`config.mk`:
```
export PLATFORM = sky130hd
export DESIGN_NAME = miriscv_pipe_ctrl_flat
export DESIGN_NICKNAME = d
export VERILOG_FILES = /design/src/rtl/miriscv_ctrl_pkg.sv /design/src/rtl/miriscv_pipe_ctrl_if.sv /design/src/rtl/miriscv_redirect_arb.sv /design/src/rtl/miriscv_pipe_ctrl.sv /design/src/flat_wrapper.sv
export SDC_FILE = /design/constraint.sdc
export NUM_CORES = 1
export LEC_CHECK = 0
export CAP_MARGIN = 20
export CORE_MARGIN = 8
export CORE_UTILIZATION = 36
export CTS_CLUSTER_SIZE = 10
export DETAILED_ROUTE_END_ITERATION = 8
export GPL_ROUTABILITY_DRIVEN = 0
export PLACE_DENSITY = 0.79
export SLEW_MARGIN = 20
export SYNTH_ARGS = -nofsm -noshare
export SYNTH_HDL_FRONTEND = slang
export SYNTH_SLANG_ARGS = --single-unit
```
`constraint.sdc`:
```
create_clock -name clk_i -period 2.8 [get_ports clk_i]
set_clock_uncertainty 0.05 [all_clocks]
set_input_delay 0.56 -clock clk_i [delete_from_list [all_inputs] [get_ports clk_i]]
set_output_delay 0.56 -clock clk_i [all_outputs]
set_load 0.05 [all_outputs]
```
`src/rtl/miriscv_ctrl_pkg.sv`:
```
// ----------------------------------------------------------------------------
// miriscv_ctrl_pkg
// Shared types and constants for the miriscv pipeline control unit.
//   ctrl_state_e        : controller FSM states (BOOT, RUN, REDIRECT, FENCE)
//   BOOT_CYCLES_DEFAULT : default length of the boot-address hold after reset
//   NUM_STAGES_DEFAULT  : default number of pipeline stages
//   width_min1()        : $clog2 that never returns 0, for index/counter widths
// ----------------------------------------------------------------------------
package miriscv_ctrl_pkg;

  typedef enum logic [1:0] {
    BOOT     = 2'd0,
    RUN      = 2'd1,
    REDIRECT = 2'd2,
    FENCE    = 2'd3
  } ctrl_state_e;

  localparam int BOOT_CYCLES_DEFAULT = 2;
  localparam int NUM_STAGES_DEFAULT  = 3;

  // Width needed to hold values 0..n-1, at least one bit.
  function automatic int width_min1(input int n);
    return (n > 1) ? $clog2(n) : 1;
  endfunction

endpackage

```
`src/rtl/miriscv_pipe_ctrl_if.sv`:
```
// ----------------------------------------------------------------------------
// miriscv_pipe_ctrl_if
// Bundle between the pipeline stages / fetch (master) and the pipeline
// controller (slave).
//   Requests from the pipeline : stall_req_i, stage_valid_i, redirect_req_i,
//                                redirect_pc_i, fence_req_i
//   Controls to the pipeline   : boot_addr_load_en_o, stall_o, kill_o,
//                                pc_redirect_valid_o, pc_redirect_o
//   Optional (MIRISCV_PIPE_CTRL_PERF_EN): perf_stall_cycles_o, perf_redirects_o
//
// Handshake: redirect_req_i[k] with redirect_pc_i[k] is a request that is
// only taken in a cycle where stall_o[k]=0 (kill_o of the younger stages
// marks acceptance); a stage that sees its own stall_o[k]=1 must keep the
// request and PC stable. pc_redirect_valid_o/pc_redirect_o form a valid-only
// channel to fetch: fetch has no ready, it is held by stall_o[0], and the
// controller keeps the PC stable while pc_redirect_valid_o=1 and stall_o[0]=1.
// ----------------------------------------------------------------------------
interface miriscv_pipe_ctrl_if
  import miriscv_ctrl_pkg::*;
#(
  parameter int NUM_STAGES = NUM_STAGES_DEFAULT,
  parameter int XLEN       = 32
);

  logic [NUM_STAGES-1:0]            stall_req_i;
  logic [NUM_STAGES-1:0]            stage_valid_i;
  logic [NUM_STAGES-1:0]            redirect_req_i;
  logic [NUM_STAGES-1:0][XLEN-1:0]  redirect_pc_i;
  logic                             fence_req_i;

  logic                             boot_addr_load_en_o;
  logic [NUM_STAGES-1:0]            stall_o;
  logic [NUM_STAGES-1:0]            kill_o;
  logic                             pc_redirect_valid_o;
  logic [XLEN-1:0]                  pc_redirect_o;

`ifdef MIRISCV_PIPE_CTRL_PERF_EN
  logic [31:0]                      perf_stall_cycles_o;
  logic [31:0]                      perf_redirects_o;

  modport master (
    output stall_req_i, stage_valid_i, redirect_req_i, redirect_pc_i, fence_req_i,
    input  boot_addr_load_en_o, stall_o, kill_o, pc_redirect_valid_o, pc_redirect_o,
    input  perf_stall_cycles_o, perf_redirects_o
  );

  modport slave (
    input  stall_req_i, stage_valid_i, redirect_req_i, redirect_pc_i, fence_req_i,
    output boot_addr_load_en_o, stall_o, kill_o, pc_redirect_valid_o, pc_redirect_o,
    output perf_stall_cycles_o, perf_redirects_o
  );
`else
  modport master (
    output stall_req_i, stage_valid_i, redirect_req_i, redirect_pc_i, fence_req_i,
    input  boot_addr_load_en_o, stall_o, kill_o, pc_redirect_valid_o, pc_redirect_o
  );

  modport slave (
    input  stall_req_i, stage_valid_i, redirect_req_i, redirect_pc_i, fence_req_i,
    output boot_addr_load_en_o, stall_o, kill_o, pc_redirect_valid_o, pc_redirect_o
  );
`endif

endinterface

```
`src/rtl/miriscv_redirect_arb.sv`:
```
// ----------------------------------------------------------------------------
// miriscv_redirect_arb
// Oldest-first redirect selection: among all requesting stages the highest
// index (oldest instruction) wins, because it overrides whatever the younger
// stages fetched down the wrong path.
//   i_req   : per-stage redirect request
//   i_pc    : per-stage redirect target
//   o_idx   : winning stage index (0 when no request)
//   o_valid : at least one request present
//   o_pc    : target of the winning stage (0 when no request)
// Purely combinational.
// ----------------------------------------------------------------------------
module miriscv_redirect_arb
  import miriscv_ctrl_pkg::*;
#(
  parameter  int NUM_STAGES = NUM_STAGES_DEFAULT,
  parameter  int XLEN       = 32,
  localparam int IDX_W      = width_min1(NUM_STAGES)
) (
  input  logic [NUM_STAGES-1:0]           i_req,
  input  logic [NUM_STAGES-1:0][XLEN-1:0] i_pc,
  output logic [IDX_W-1:0]                o_idx,
  output logic                            o_valid,
  output logic [XLEN-1:0]                 o_pc
);

  // Ascending scan: a later (older) requester overwrites an earlier one.
  always_comb begin
    o_idx   = '0;
    o_valid = 1'b0;
    o_pc    = '0;
    for (int k = 0; k < NUM_STAGES; k++) begin
      if (i_req[k]) begin
        o_idx   = IDX_W'(k);
        o_valid = 1'b1;
        o_pc    = i_pc[k];
      end
    end
  end

endmodule

```
`src/rtl/miriscv_pipe_ctrl.sv`:
```
// ----------------------------------------------------------------------------
// miriscv_pipe_ctrl
// Pipeline control unit for the multi-stage miriscv core: per-stage stall and
// kill vectors, boot-address hold after reset, registered PC redirect with
// oldest-first priority, and fence draining.
//   clk_i, rst_i : clock, synchronous active-high reset
//   bus (slave)  : request/control bundle, see miriscv_pipe_ctrl_if
//   dbg_state_o  : current controller state
// Parameters: NUM_STAGES (0 = fetch, higher = older), BOOT_CYCLES (>=1),
// FENCE_STAGE (0..NUM_STAGES-2), XLEN.
// Optional feature macro MIRISCV_PIPE_CTRL_PERF_EN adds saturating stall and
// redirect counters (bus.perf_stall_cycles_o, bus.perf_redirects_o).
// ----------------------------------------------------------------------------
module miriscv_pipe_ctrl
  import miriscv_ctrl_pkg::*;
#(
  parameter int NUM_STAGES  = NUM_STAGES_DEFAULT,
  parameter int BOOT_CYCLES = BOOT_CYCLES_DEFAULT,
  parameter int FENCE_STAGE = 1,
  parameter int XLEN        = 32
) (
  input  logic                 clk_i,
  input  logic                 rst_i,
  miriscv_pipe_ctrl_if.slave   bus,
  output ctrl_state_e          dbg_state_o
);

  localparam int IDX_W = width_min1(NUM_STAGES);
  localparam int CNT_W = width_min1(BOOT_CYCLES);

  ctrl_state_e           r_state;
  logic [CNT_W-1:0]      r_boot_cnt;
  logic                  r_boot_load;
  logic                  r_redirect_valid;
  logic [XLEN-1:0]       r_pc;

  logic [NUM_STAGES-1:0] w_stall_base;
  logic [NUM_STAGES-1:0] w_stall;
  logic [NUM_STAGES-1:0] w_kill;
  logic [IDX_W-1:0]      w_arb_idx;
  logic                  w_arb_valid;
  logic [XLEN-1:0]       w_arb_pc;
  logic                  w_accept;
  logic                  w_older_valid;
  logic                  w_unused;

  // --------------------------------------------------------------------------
  // Stall vector: a stage cannot move while anything older is stuck.
  // --------------------------------------------------------------------------
  always_comb begin : stall_suffix_or
    logic acc;
    acc          = 1'b0;
    w_stall_base = '0;
    for (int j = NUM_STAGES - 1; j >= 0; j--) begin
      acc             = acc | bus.stall_req_i[j];
      w_stall_base[j] = acc;
    end
  end

  always_comb begin
    w_stall = w_stall_base;
    if (r_state == BOOT) begin
      w_stall = '1;
    end else if (r_state == FENCE) begin
      // Hold the fence and everything younger until the older stages drain.
      for (int j = 0; j <= FENCE_STAGE; j++) begin
        w_stall[j] = 1'b1;
      end
    end
  end

  // --------------------------------------------------------------------------
  // Redirect arbitration and acceptance. A redirect from a stalled stage is
  // not taken; the stage keeps requesting until its stall clears.
  // --------------------------------------------------------------------------
  miriscv_redirect_arb #(
    .NUM_STAGES (NUM_STAGES),
    .XLEN       (XLEN)
  ) u_redirect_arb (
    .i_req   (bus.redirect_req_i),
    .i_pc    (bus.redirect_pc_i),
    .o_idx   (w_arb_idx),
    .o_valid (w_arb_valid),
    .o_pc    (w_arb_pc)
  );

  assign w_accept      = w_arb_valid && !w_stall[w_arb_idx];
  assign w_older_valid = |bus.stage_valid_i[NUM_STAGES-1:FENCE_STAGE+1];

  // Only the stages older than the fence matter for draining.
  assign w_unused = ^bus.stage_valid_i[FENCE_STAGE:0];

  // --------------------------------------------------------------------------
  // Kill vector. A stage that advances into a stalled-ahead hole would be
  // issued twice, so the first non-stalled stage past a stalled one gets a
  // bubble. Younger stages behind an accepted redirect are wrong-path.
  // --------------------------------------------------------------------------
  always_comb begin
    w_kill = '0;
    if (r_state != BOOT) begin
      for (int j = 0; j < NUM_STAGES - 1; j++) begin
        if (w_stall[j] && !w_stall[j+1]) begin
          w_kill[j+1] = 1'b1;
        end
      end
      if (r_state == FENCE) begin
        w_kill[FENCE_STAGE+1] = 1'b1;
      end
      // Stage 0 still holds the old path while fetch takes the new PC.
      if (r_state == REDIRECT) begin
        w_kill[0] = 1'b1;
      end
      for (int k = 0; k < NUM_STAGES; k++) begin
        if (w_accept && (IDX_W'(k) < w_arb_idx)) begin
          w_kill[k] = 1'b1;
        end
      end
    end
  end

  // --------------------------------------------------------------------------
  // Controller FSM with registered boot-load and redirect-valid outputs.
  // Priority: reset > BOOT > accepted redirect > FENCE > RUN.
  // --------------------------------------------------------------------------
  always_ff @(posedge clk_i) begin
    if (rst_i) begin
      r_state          <= BOOT;
      r_boot_cnt       <= '0;
      r_boot_load      <= 1'b1;
      r_redirect_valid <= 1'b0;
      r_pc             <= '0;
    end else begin
      case (r_state)
        BOOT: begin
          if (r_boot_cnt == CNT_W'(BOOT_CYCLES - 1)) begin
            r_state     <= RUN;
            r_boot_cnt  <= '0;
            r_boot_load <= 1'b0;
          end else begin
            r_boot_cnt <= r_boot_cnt + 1'b1;
          end
        end
        default: begin
          if (w_accept) begin
            // Also covers a newer redirect overwriting one still held in
            // REDIRECT, and an older-stage redirect cancelling a fence.
            r_state          <= REDIRECT;
            r_redirect_valid <= 1'b1;
            r_pc             <= w_arb_pc;
          end else begin
            case (r_state)
              RUN: begin
                if (bus.fence_req_i && w_older_valid) begin
                  r_state <= FENCE;
                end
              end
              REDIRECT: begin
                if (!w_stall[0]) begin
                  r_state          <= RUN;
                  r_redirect_valid <= 1'b0;
                end
              end
              FENCE: begin
                if (!w_older_valid) begin
                  r_state <= RUN;
                end
              end
              default: begin
                r_state <= r_state;
              end
            endcase
          end
        end
      endcase
    end
  end

  assign bus.boot_addr_load_en_o = r_boot_load;
  assign bus.stall_o             = w_stall;
  assign bus.kill_o              = w_kill;
  assign bus.pc_redirect_valid_o = r_redirect_valid;
  assign bus.pc_redirect_o       = r_pc;
  assign dbg_state_o             = r_state;

`ifdef MIRISCV_PIPE_CTRL_PERF_EN
  // --------------------------------------------------------------------------
  // Saturating performance counters.
  // --------------------------------------------------------------------------
  logic [31:0] r_perf_stall_cycles;
  logic [31:0] r_perf_redirects;

  always_ff @(posedge clk_i) begin
    if (rst_i) begin
      r_perf_stall_cycles <= '0;
      r_perf_redirects    <= '0;
    end else begin
      if ((r_state == RUN) && w_stall[0] && (r_perf_stall_cycles != '1)) begin
        r_perf_stall_cycles <= r_perf_stall_cycles + 32'd1;
      end
      if (w_accept && (r_perf_redirects != '1)) begin
        r_perf_redirects <= r_perf_redirects + 32'd1;
      end
    end
  end

  assign bus.perf_stall_cycles_o = r_perf_stall_cycles;
  assign bus.perf_redirects_o    = r_perf_redirects;
`endif

endmodule
```
`src/flat_wrapper.sv`:
```
// flat-port wrapper written by rule: the top's interface ports become plain ports
module miriscv_pipe_ctrl_flat import miriscv_ctrl_pkg::*;
#(
  parameter int NUM_STAGES  = NUM_STAGES_DEFAULT,
  parameter int BOOT_CYCLES = BOOT_CYCLES_DEFAULT,
  parameter int FENCE_STAGE = 1,
  parameter int XLEN        = 32
)
  (clk_i, rst_i, dbg_state_o, bus_stall_req_i, bus_stage_valid_i, bus_redirect_req_i, bus_redirect_pc_i, bus_fence_req_i, bus_boot_addr_load_en_o, bus_stall_o, bus_kill_o, bus_pc_redirect_valid_o, bus_pc_redirect_o);
  miriscv_pipe_ctrl_if #(.NUM_STAGES(NUM_STAGES), .XLEN(XLEN)) bus_i ();
  input  logic clk_i;
  input  logic rst_i;
  output ctrl_state_e dbg_state_o;
  input wire logic [$bits(bus_i.stall_req_i)-1:0] bus_stall_req_i;
  input wire logic [$bits(bus_i.stage_valid_i)-1:0] bus_stage_valid_i;
  input wire logic [$bits(bus_i.redirect_req_i)-1:0] bus_redirect_req_i;
  input wire logic [$bits(bus_i.redirect_pc_i)-1:0] bus_redirect_pc_i;
  input wire logic [$bits(bus_i.fence_req_i)-1:0] bus_fence_req_i;
  output wire logic [$bits(bus_i.boot_addr_load_en_o)-1:0] bus_boot_addr_load_en_o;
  output wire logic [$bits(bus_i.stall_o)-1:0] bus_stall_o;
  output wire logic [$bits(bus_i.kill_o)-1:0] bus_kill_o;
  output wire logic [$bits(bus_i.pc_redirect_valid_o)-1:0] bus_pc_redirect_valid_o;
  output wire logic [$bits(bus_i.pc_redirect_o)-1:0] bus_pc_redirect_o;
  assign bus_i.stall_req_i = bus_stall_req_i;
  assign bus_i.stage_valid_i = bus_stage_valid_i;
  assign bus_i.redirect_req_i = bus_redirect_req_i;
  assign bus_i.redirect_pc_i = bus_redirect_pc_i;
  assign bus_i.fence_req_i = bus_fence_req_i;
  assign bus_boot_addr_load_en_o = bus_i.boot_addr_load_en_o;
  assign bus_stall_o = bus_i.stall_o;
  assign bus_kill_o = bus_i.kill_o;
  assign bus_pc_redirect_valid_o = bus_i.pc_redirect_valid_o;
  assign bus_pc_redirect_o = bus_i.pc_redirect_o;
  miriscv_pipe_ctrl #(.NUM_STAGES(NUM_STAGES), .BOOT_CYCLES(BOOT_CYCLES), .FENCE_STAGE(FENCE_STAGE), .XLEN(XLEN)) u_core (.clk_i(clk_i), .rst_i(rst_i), .bus(bus_i), .dbg_state_o(dbg_state_o));
endmodule
```
==> impl_metrics.csv, run 1 <==
group,metric,value,unit
clock_network,h-tree-depth,2,
run_status,status,"finished clean",
global_routing,antenna_found_initial,0,
cells_and_area,layout-drive-gt1-share,8.80,%
pwr,ir_drop,0.536,mV
clock_network,post_cts_buffers,0,
place,place.port_buffers,147,
hold_path,hold_depth,1,
timing,slew_headroom,63.7,%
logic_synthesis,ys.flop_type,"dfxtp_1",
hold_path,holdPathEnd,"u_core.bus.boot_addr_load_en_o",
routing,first_iter_violations,156,
routing,via_per_inst,5.40,
worst_setup_path,critPathSlowestCell,"dfxtp_2",
logic_synthesis,yosys_warnings,0,
global_routing,grt_pass1_wl,12600,um
logic_synthesis,synth-edff-count,0,
cells_and_area,syn_to_final_growth,73.1,%
logic_synthesis,yosysTopAreaCellShare,32.7,%
clock_network,numCtsBuffers,5,
worst_setup_path,rrSetupSlack,0.54,ns
place,dpl-instance-area,0.00384,mm^2
worst_setup_path,critPathKind,"register to output pin",
clock_network,cts_root_buf,"clkbuf_8",
die,die_w,95.4,um
worst_setup_path,path_common_cell,"buf_4",
die,dieArea,0.00910,mm^2
die,coreArea,0.00620,mm^2
global_routing,grt-ovfl-total,0,
die,start_util,36.6,%
clock_network,cts.clk_slew.worst_paths,0.07,ns
routing,dr.pass1.iters,4,
clock_network,clk_path_buf_depth,2,
timing,min_period_over_period,95.2,%
cells_and_area,final_cells,487,
logic_synthesis,netlist_area,0.00227,mm^2
routing,drt_wl_total,7970,um
worst_setup_path,crit_fanout,9,
logic_synthesis,seq_area_frac_synth,32.7,%
timing,fin_crit,2.67,ns
routing,drcViolationCount,0,
worst_setup_path,worstPathRequired,2.19,ns
worst_setup_path,crit_path_end_kind,"output pin",
logic_synthesis,synth_seq_cells,37,
timing,hold_viol_final,0,
worst_setup_path,path_cells,"inv_1 -> ha_2 -> nor4_4 -> buf_4 -> or2b_1 -> buf_4",
worst_setup_path,crit_path_start_kind,"register",
clock_network,cts_tree,"yes",
die,dieHeight,95.4,um
logic_synthesis,synth.distinct_cells,28,
cells_and_area,final_nets,522,
worst_setup_path,crit_path_max_incr_delay,0.43,ns
clock_network,clock-sinks,37,
worst_setup_path,crit-reg2reg-launch,"u_core.dbg_state_o[0]",
global_routing,grt_max_degree,55,
routing,avgRoutedWirePerCell,16.4,um
timing,fmaxAchievable,375,MHz
timing,rsz0062_at_grt,"no",
place,dp_hpwl,6100,um
logic_synthesis,yosysTopAreaCell,"dfxtp_1",
pwr,p_leak,1.48,nW
logic_synthesis,synth.avg_cell_area,8.16,um^2
routing,via_count,2632,
hold_path,hold_start,"u_core.bus.boot_addr_load_en_o",
job,maxCapViolations,0,
logic_synthesis,netlist_instances,278,
timing,tightest_slew,0.542,ns
timing,setup_viol,0,
pwr,powerDensity,634,mW/mm^2
timing,fin_setup_tns,0,ns
worst_setup_path,cp.arrival,2.06,ns
global_routing,grt_use_total,16.9,%
hold_path,hold_class,"register to register",
place,dpl.cell_count,479,
worst_setup_path,ff2ff_path_depth,8,
logic_synthesis,async_flop_share,0,%
timing,slew_violations,0,
cells_and_area,fin_area,0.00393,mm^2
die,io_pins,150,
die,num_rows,29,
routing,ant_nets,0,
logic_synthesis,ys_top_cells_by_area,"dfxtp_1 33%, a221o_1 14%, a221oi_1 12%, a21oi_1 7.3%, nand3_1 7.1%",
worst_setup_path,worstReg2RegEnd,"u_core.bus.pc_redirect_o[21]",
clock_network,insertion_delay,0.28,ns
logic_synthesis,syn-num-nets,391,
global_routing,grt_pass1_vias,2611,
Yosys cell counts, types with 4 or more instances:
| master | instances |
|---|---|
| dfxtp_1 | 37 |
| a221oi_1 | 32 |
| nor2_1 | 4 |
| ha_1 | 5 |
| nand2_1 | 8 |
| a221o_1 | 32 |
| a21oi_1 | 33 |
| nand3_1 | 32 |
| buf_1 | 6 |
| buf_6 | 5 |
| inv_1 | 37 |
| clkbuf_1 | 21 |
worst max path at each step:
stage,from,end,slack [ns],cells past startpoint
2_1_floorplan,u_core.dbg_state_o[0],bus_kill_o[0],0.12,8
3_3_place_gp,bus_stall_req_i[1],bus_stall_o[0],0.27,5
3_5_place_dp,bus_stall_req_i[1],bus_stall_o[0],0.20,5
4_1_cts,u_core.dbg_state_o[0],bus_stall_o[0],0.02,6
5_1_grt,u_core.dbg_state_o[0],bus_stall_o[0],0.02,6
6_report,u_core.dbg_state_o[0],bus_stall_o[0],0.13,6
metal layers:
metal | GRT usage, % | wire length [um] | vias up | part of all wire, %
met4 | 4.23 | 58 | 0 | 0.73
met1 | 19.5 | 3100 | 1216 | 39
li1 | - | - | 1312 | -
met2 | 28.3 | 3970 | 100 | 50
met5 | 0 | 0 | - | 0
met3 | 7.32 | 839 | 4 | 11
cells in the final DEF, fill, tap and decap left out, types with 2 or more instances in the layout:
master and n:
nand2b_1 3, a21o_1 2, buf_4 11, clkbuf_8 6
dfxtp_1 35, a21oi_2 3, ha_1 4, a31oi_1 2
buf_12 6, a221oi_1 32, a221o_1 32, clkdlybuf4s50_1 140
o21ai_0 2, a21oi_1 33, nand2_1 7, inv_1 37
nand3_1 32, dfxtp_2 2, nor2_1 4
cells by family (layout without fill, tap and decap cells):
group,Yosys count,in the layout,synth area share (%)
AOI/OAI and AO/OA,112,112,38.8
adders and majority gates,5,5,2.76
buffers and inverters,71,202,13.5
DFF,37,37,32.7
other,0,1,0
and+or+nand+nor,53,53,12.2
registers in the layout, summed over array words and instances, names as in the netlist:
register,count
u_core.bus.boot_addr_load_en_o,1
u_core.bus.pc_redirect_valid_o,1
u_core.bus.pc_redirect_o,32
u_core.dbg_state_o,2
u_core.r_boot_cnt,1
what timing repair did:
| item | CTS | global route |
|---|---|---|
| hold buffers | 0 | 0 |
| gates resized for setup | 0 | 1 |
| endpoints found under the setup margin | 0 | 1 |
where the power goes:
group | switching [mW] | internal [mW] | total [mW]
clock | 0.171 | 0.195 | 0.366
combinational | 0.817 | 0.600 | 1.42
sequential | 0.0742 | 0.631 | 0.706
total | 1.06 | 1.43 | 2.49
stage by stage:
stage	hold WS, ns	power (mW)	util, %	setup WS (ns)
2_1_floorplan	0.408	1.61	-	0.116
3_3_place_gp	0.384	2.11	61.8	0.266
3_5_place_dp	0.388	2.14	61.8	0.200
4_1_cts	0.415	2.51	63.2	0.0234
5_1_grt	0.431	2.63	63.3	0.0206
6_report	0.410	2.49	63.3	0.134
critical path, delay by kind of cell (launching register included):
kind / cells / cell delay (ns)
adder cells (fa/ha/maj): 1 / 0.26
buffers and inverters: 3 / 0.49
flip-flops: 1 / 0.43
AND/OR/NAND/NOR: 2 / 0.58
cell type report:
| class | instances | area [um^2] |
|---|---|---|
| antenna | 1 | 2.50 |
| clock buffer | 7 | 86.3 |
| fill | 534 | 2280 |
| inverter | 37 | 139 |
| multi-input combinational | 170 | 1250 |
| sequential | 37 | 743 |
| tap | 77 | 96.3 |
| timing repair buffer | 158 | 1610 |
(Power assumes the default switching activity.)
==> inputs of run 2 (changes only) <==
--- a/config.mk
+++ b/config.mk
@@ -11,6 +11,7 @@
 export CTS_CLUSTER_SIZE = 10
 export DETAILED_ROUTE_END_ITERATION = 8
 export GPL_ROUTABILITY_DRIVEN = 0
+export MAX_ROUTING_LAYER = met4
 export PLACE_DENSITY = 0.79
 export SLEW_MARGIN = 20
 export SYNTH_ARGS = -nofsm -noshare
==> constraint.sdc (replaced) <==
create_clock -name clk_i -period 2.8 [get_ports clk_i]
set_clock_uncertainty 0.05 [all_clocks]
set_input_delay 0.56 -clock clk_i [delete_from_list [all_inputs] [get_ports clk_i]]
set_output_delay 0.56 -clock clk_i [all_outputs]
set_load 0.1 [all_outputs]
==> run 2 against run 1 <==
  * Sequential cell count stayed put
  * Critical path depth unchanged
  * Non-clock buffer count increased by 1
  * Sequential power is essentially flat
  * Core utilization is 0.36 points lower
  * Routed wire length is 4.0% higher
==> impl_metrics.csv, run 2 (synthesis results as in run 1) <==
group,metric,value,unit
die,start_util,36.6,%
routing,drt_wl_total,8280,um
worst_setup_path,critPathKind,"register to output pin",
cells_and_area,layout-drive-gt1-share,18.5,%
global_routing,antenna_found_initial,1,
clock_network,cts.hold.buffers_added,0,
clock_network,clock-sinks,37,
routing,ant_nets,0,
die,io_pins,150,
routing,avgRoutedWirePerCell,16.9,um
global_routing,grt_max_degree,55,
worst_setup_path,worstPathRequired,2.19,ns
die,num_rows,29,
die,dieHeight,95.4,um
timing,fin_crit,2.69,ns
clock_network,numCtsBuffers,5,
die,die_w,95.4,um
worst_setup_path,critPathSlowestCell,"dfxtp_4",
global_routing,grt_pass1_vias,2548,
worst_setup_path,crit_path_end_kind,"output pin",
routing,first_iter_violations,94,
die,dieArea,0.00910,mm^2
clock_network,clk_path_buf_depth,2,
pwr,p_leak,1.59,nW
worst_setup_path,cp-endpoint,"bus_stall_o[0]",
routing,via_per_inst,5.47,
cells_and_area,final_common_cell,"clkdlybuf4s50_1",
worst_setup_path,crit_path_max_incr_delay,0.40,ns
worst_setup_path,rrSetupSlack,0.50,ns
routing,dr.pass1.iters,4,
clock_network,cts_tree,"yes",
cells_and_area,final_nets,523,
pwr,powerDensity,765,mW/mm^2
timing,slew_headroom,68.0,%
worst_setup_path,cp.arrival,2.08,ns
timing,fmaxAchievable,372,MHz
cells_and_area,syn_to_final_growth,72.1,%
global_routing,grt_pass1_wl,12400,um
cells_and_area,regArea,748,um^2
cells_and_area,fillerInstances,555,
global_routing,grt_use_total,17.5,%
place,dpl-instance-area,0.00380,mm^2
pwr,ir_drop,0.860,mV
worst_setup_path,crit-reg2reg-launch,"u_core.dbg_state_o[0]",
place,dp_hpwl,6210,um
timing,fin_setup_tns,0,ns
routing,via_count,2676,
worst_setup_path,critPathTopFamily,"simple AND/OR/NAND/NOR gates",
timing,slew_violations,0,
worst_setup_path,crit_path_start_kind,"register",
clock_network,h-tree-depth,2,
run_status,status,"finished clean",
timing,rsz0062_at_grt,"no",
timing,tightest_slew,0.478,ns
hold_path,hold_class,"register to register",
cells_and_area,multi_input_area,0.00125,mm^2
cells_and_area,largest_register_ffs,32,
worst_setup_path,path_cells,"inv_1 -> ha_1 -> nor4_4 -> buf_4 -> or2b_1 -> buf_12",
job,maxCapViolations,0,
worst_setup_path,cp_num_buf_inv,3,
clock_network,postCtsResizedCells,0,
clock_network,insertion_delay,0.28,ns
die,coreArea,0.00620,mm^2
clock_network,cts.clk_slew.worst_paths,0.07,ns
worst_setup_path,crit_fanout,9,
worst_setup_path,worstReg2RegEnd,"u_core.bus.pc_redirect_o[7]",
timing,min_period_over_period,95.9,%
timing,hold_slack,0.412,ns
worst_setup_path,worstSetupStartpoint,"u_core.dbg_state_o[0]",
place,place.port_buffers,147,
routing,drcViolationCount,0,
clock_network,cts_root_buf,"clkbuf_8",
worst_setup_path,cp_num_cells,6,
timing,setup_viol,0,
worst_setup_path,ff2ff_path_depth,8,
cells_and_area,final_cell_mix,"104 x clkdlybuf4s50_1, 45 x buf_4, 37 x inv_1, 35 x dfxtp_1, 33 x a21oi_1",
global_routing,grt-ovfl-total,0,
clock_network,post_cts_buffers,0,
timing,hold_viol_final,0,
cells_and_area,fin_area,0.00391,mm^2
-- run 2: changes by cell type in the layout (fill, tap and decap cells not counted), moves of 2 or more --
| cell | delta |
|---|---|
| dfxtp_2 | -2 |
| buf_4 | +34 |
| clkdlybuf4s50_1 | -36 |
| dfxtp_4 | +2 |
| buf_12 | +3 |
-- run 2: worst min-delay path by stage --
| stage | start | endpoint | slack [ns] | cells after the start |
|---|---|---|---|---|
| after global placement | u_core.bus.boot_addr_load_en_o | u_core.bus.boot_addr_load_en_o | 0.39 | 1 |
| after CTS | u_core.bus.boot_addr_load_en_o | u_core.bus.boot_addr_load_en_o | 0.42 | 1 |
| final | u_core.bus.boot_addr_load_en_o | u_core.bus.boot_addr_load_en_o | 0.41 | 1 |
| after detailed placement | u_core.bus.boot_addr_load_en_o | u_core.bus.boot_addr_load_en_o | 0.40 | 1 |
| after global routing | u_core.bus.pc_redirect_o[13] | u_core.bus.pc_redirect_o[13] | 0.43 | 2 |
| after floorplan | u_core.r_boot_cnt | u_core.r_boot_cnt | 0.41 | 2 |
-- run 2: layout make-up --
type	count	area share (%)
Timing Repair Buffer	159	40.1
Multi-Input combinational cell	170	32.1
Sequential cell	37	19.2
Inverter	37	3.56
Clock buffer	7	2.47
Tap cell	77	2.47
Clock inverter	1	0.128
Antenna cell	1	0.0641
-- run 2: worst register-to-register path, stage by stage, from the launching register on --
cell	delay (ns)
dfxtp_4	0.40
inv_1	0.09
ha_1	0.33
nor4_4	0.33
buf_4	0.18
o21ai_4	0.14
buf_12	0.22
a221o_1	0.33
a21oi_1	0.15
-- run 2: metrics by stage --
stage	util (%)	worst slack, ns	cells	power (mW)
floorplan	-	-0.0903	278	2.06
detailed placement	61.3	0.223	480	2.59
global placement	61.3	0.247	480	2.57
global route	62.9	0.00693	489	3.12
CTS	62.9	0.107	488	3.00
finish	62.9	0.114	489	2.99
-- run 2: routing by layer --
layer | up-vias | global-route usage [%] | share of wire, %
met4 | 0 | 3.46 | 0.48
met5 | - | - | 0
met3 | 2 | 5.12 | 9.0
met2 | 106 | 28.3 | 48
li1 | 1317 | - | -
met1 | 1251 | 21.3 | 43
-- run 2: where the power goes --
part | leakage (nW) | internal [mW] | switching [mW] | total [mW]
clock network | 0.0542 | 0.223 | 0.187 | 0.410
logic | 1.23 | 0.587 | 1.28 | 1.87
registers | 0.303 | 0.635 | 0.0726 | 0.708
total | 1.59 | 1.44 | 1.54 | 2.99
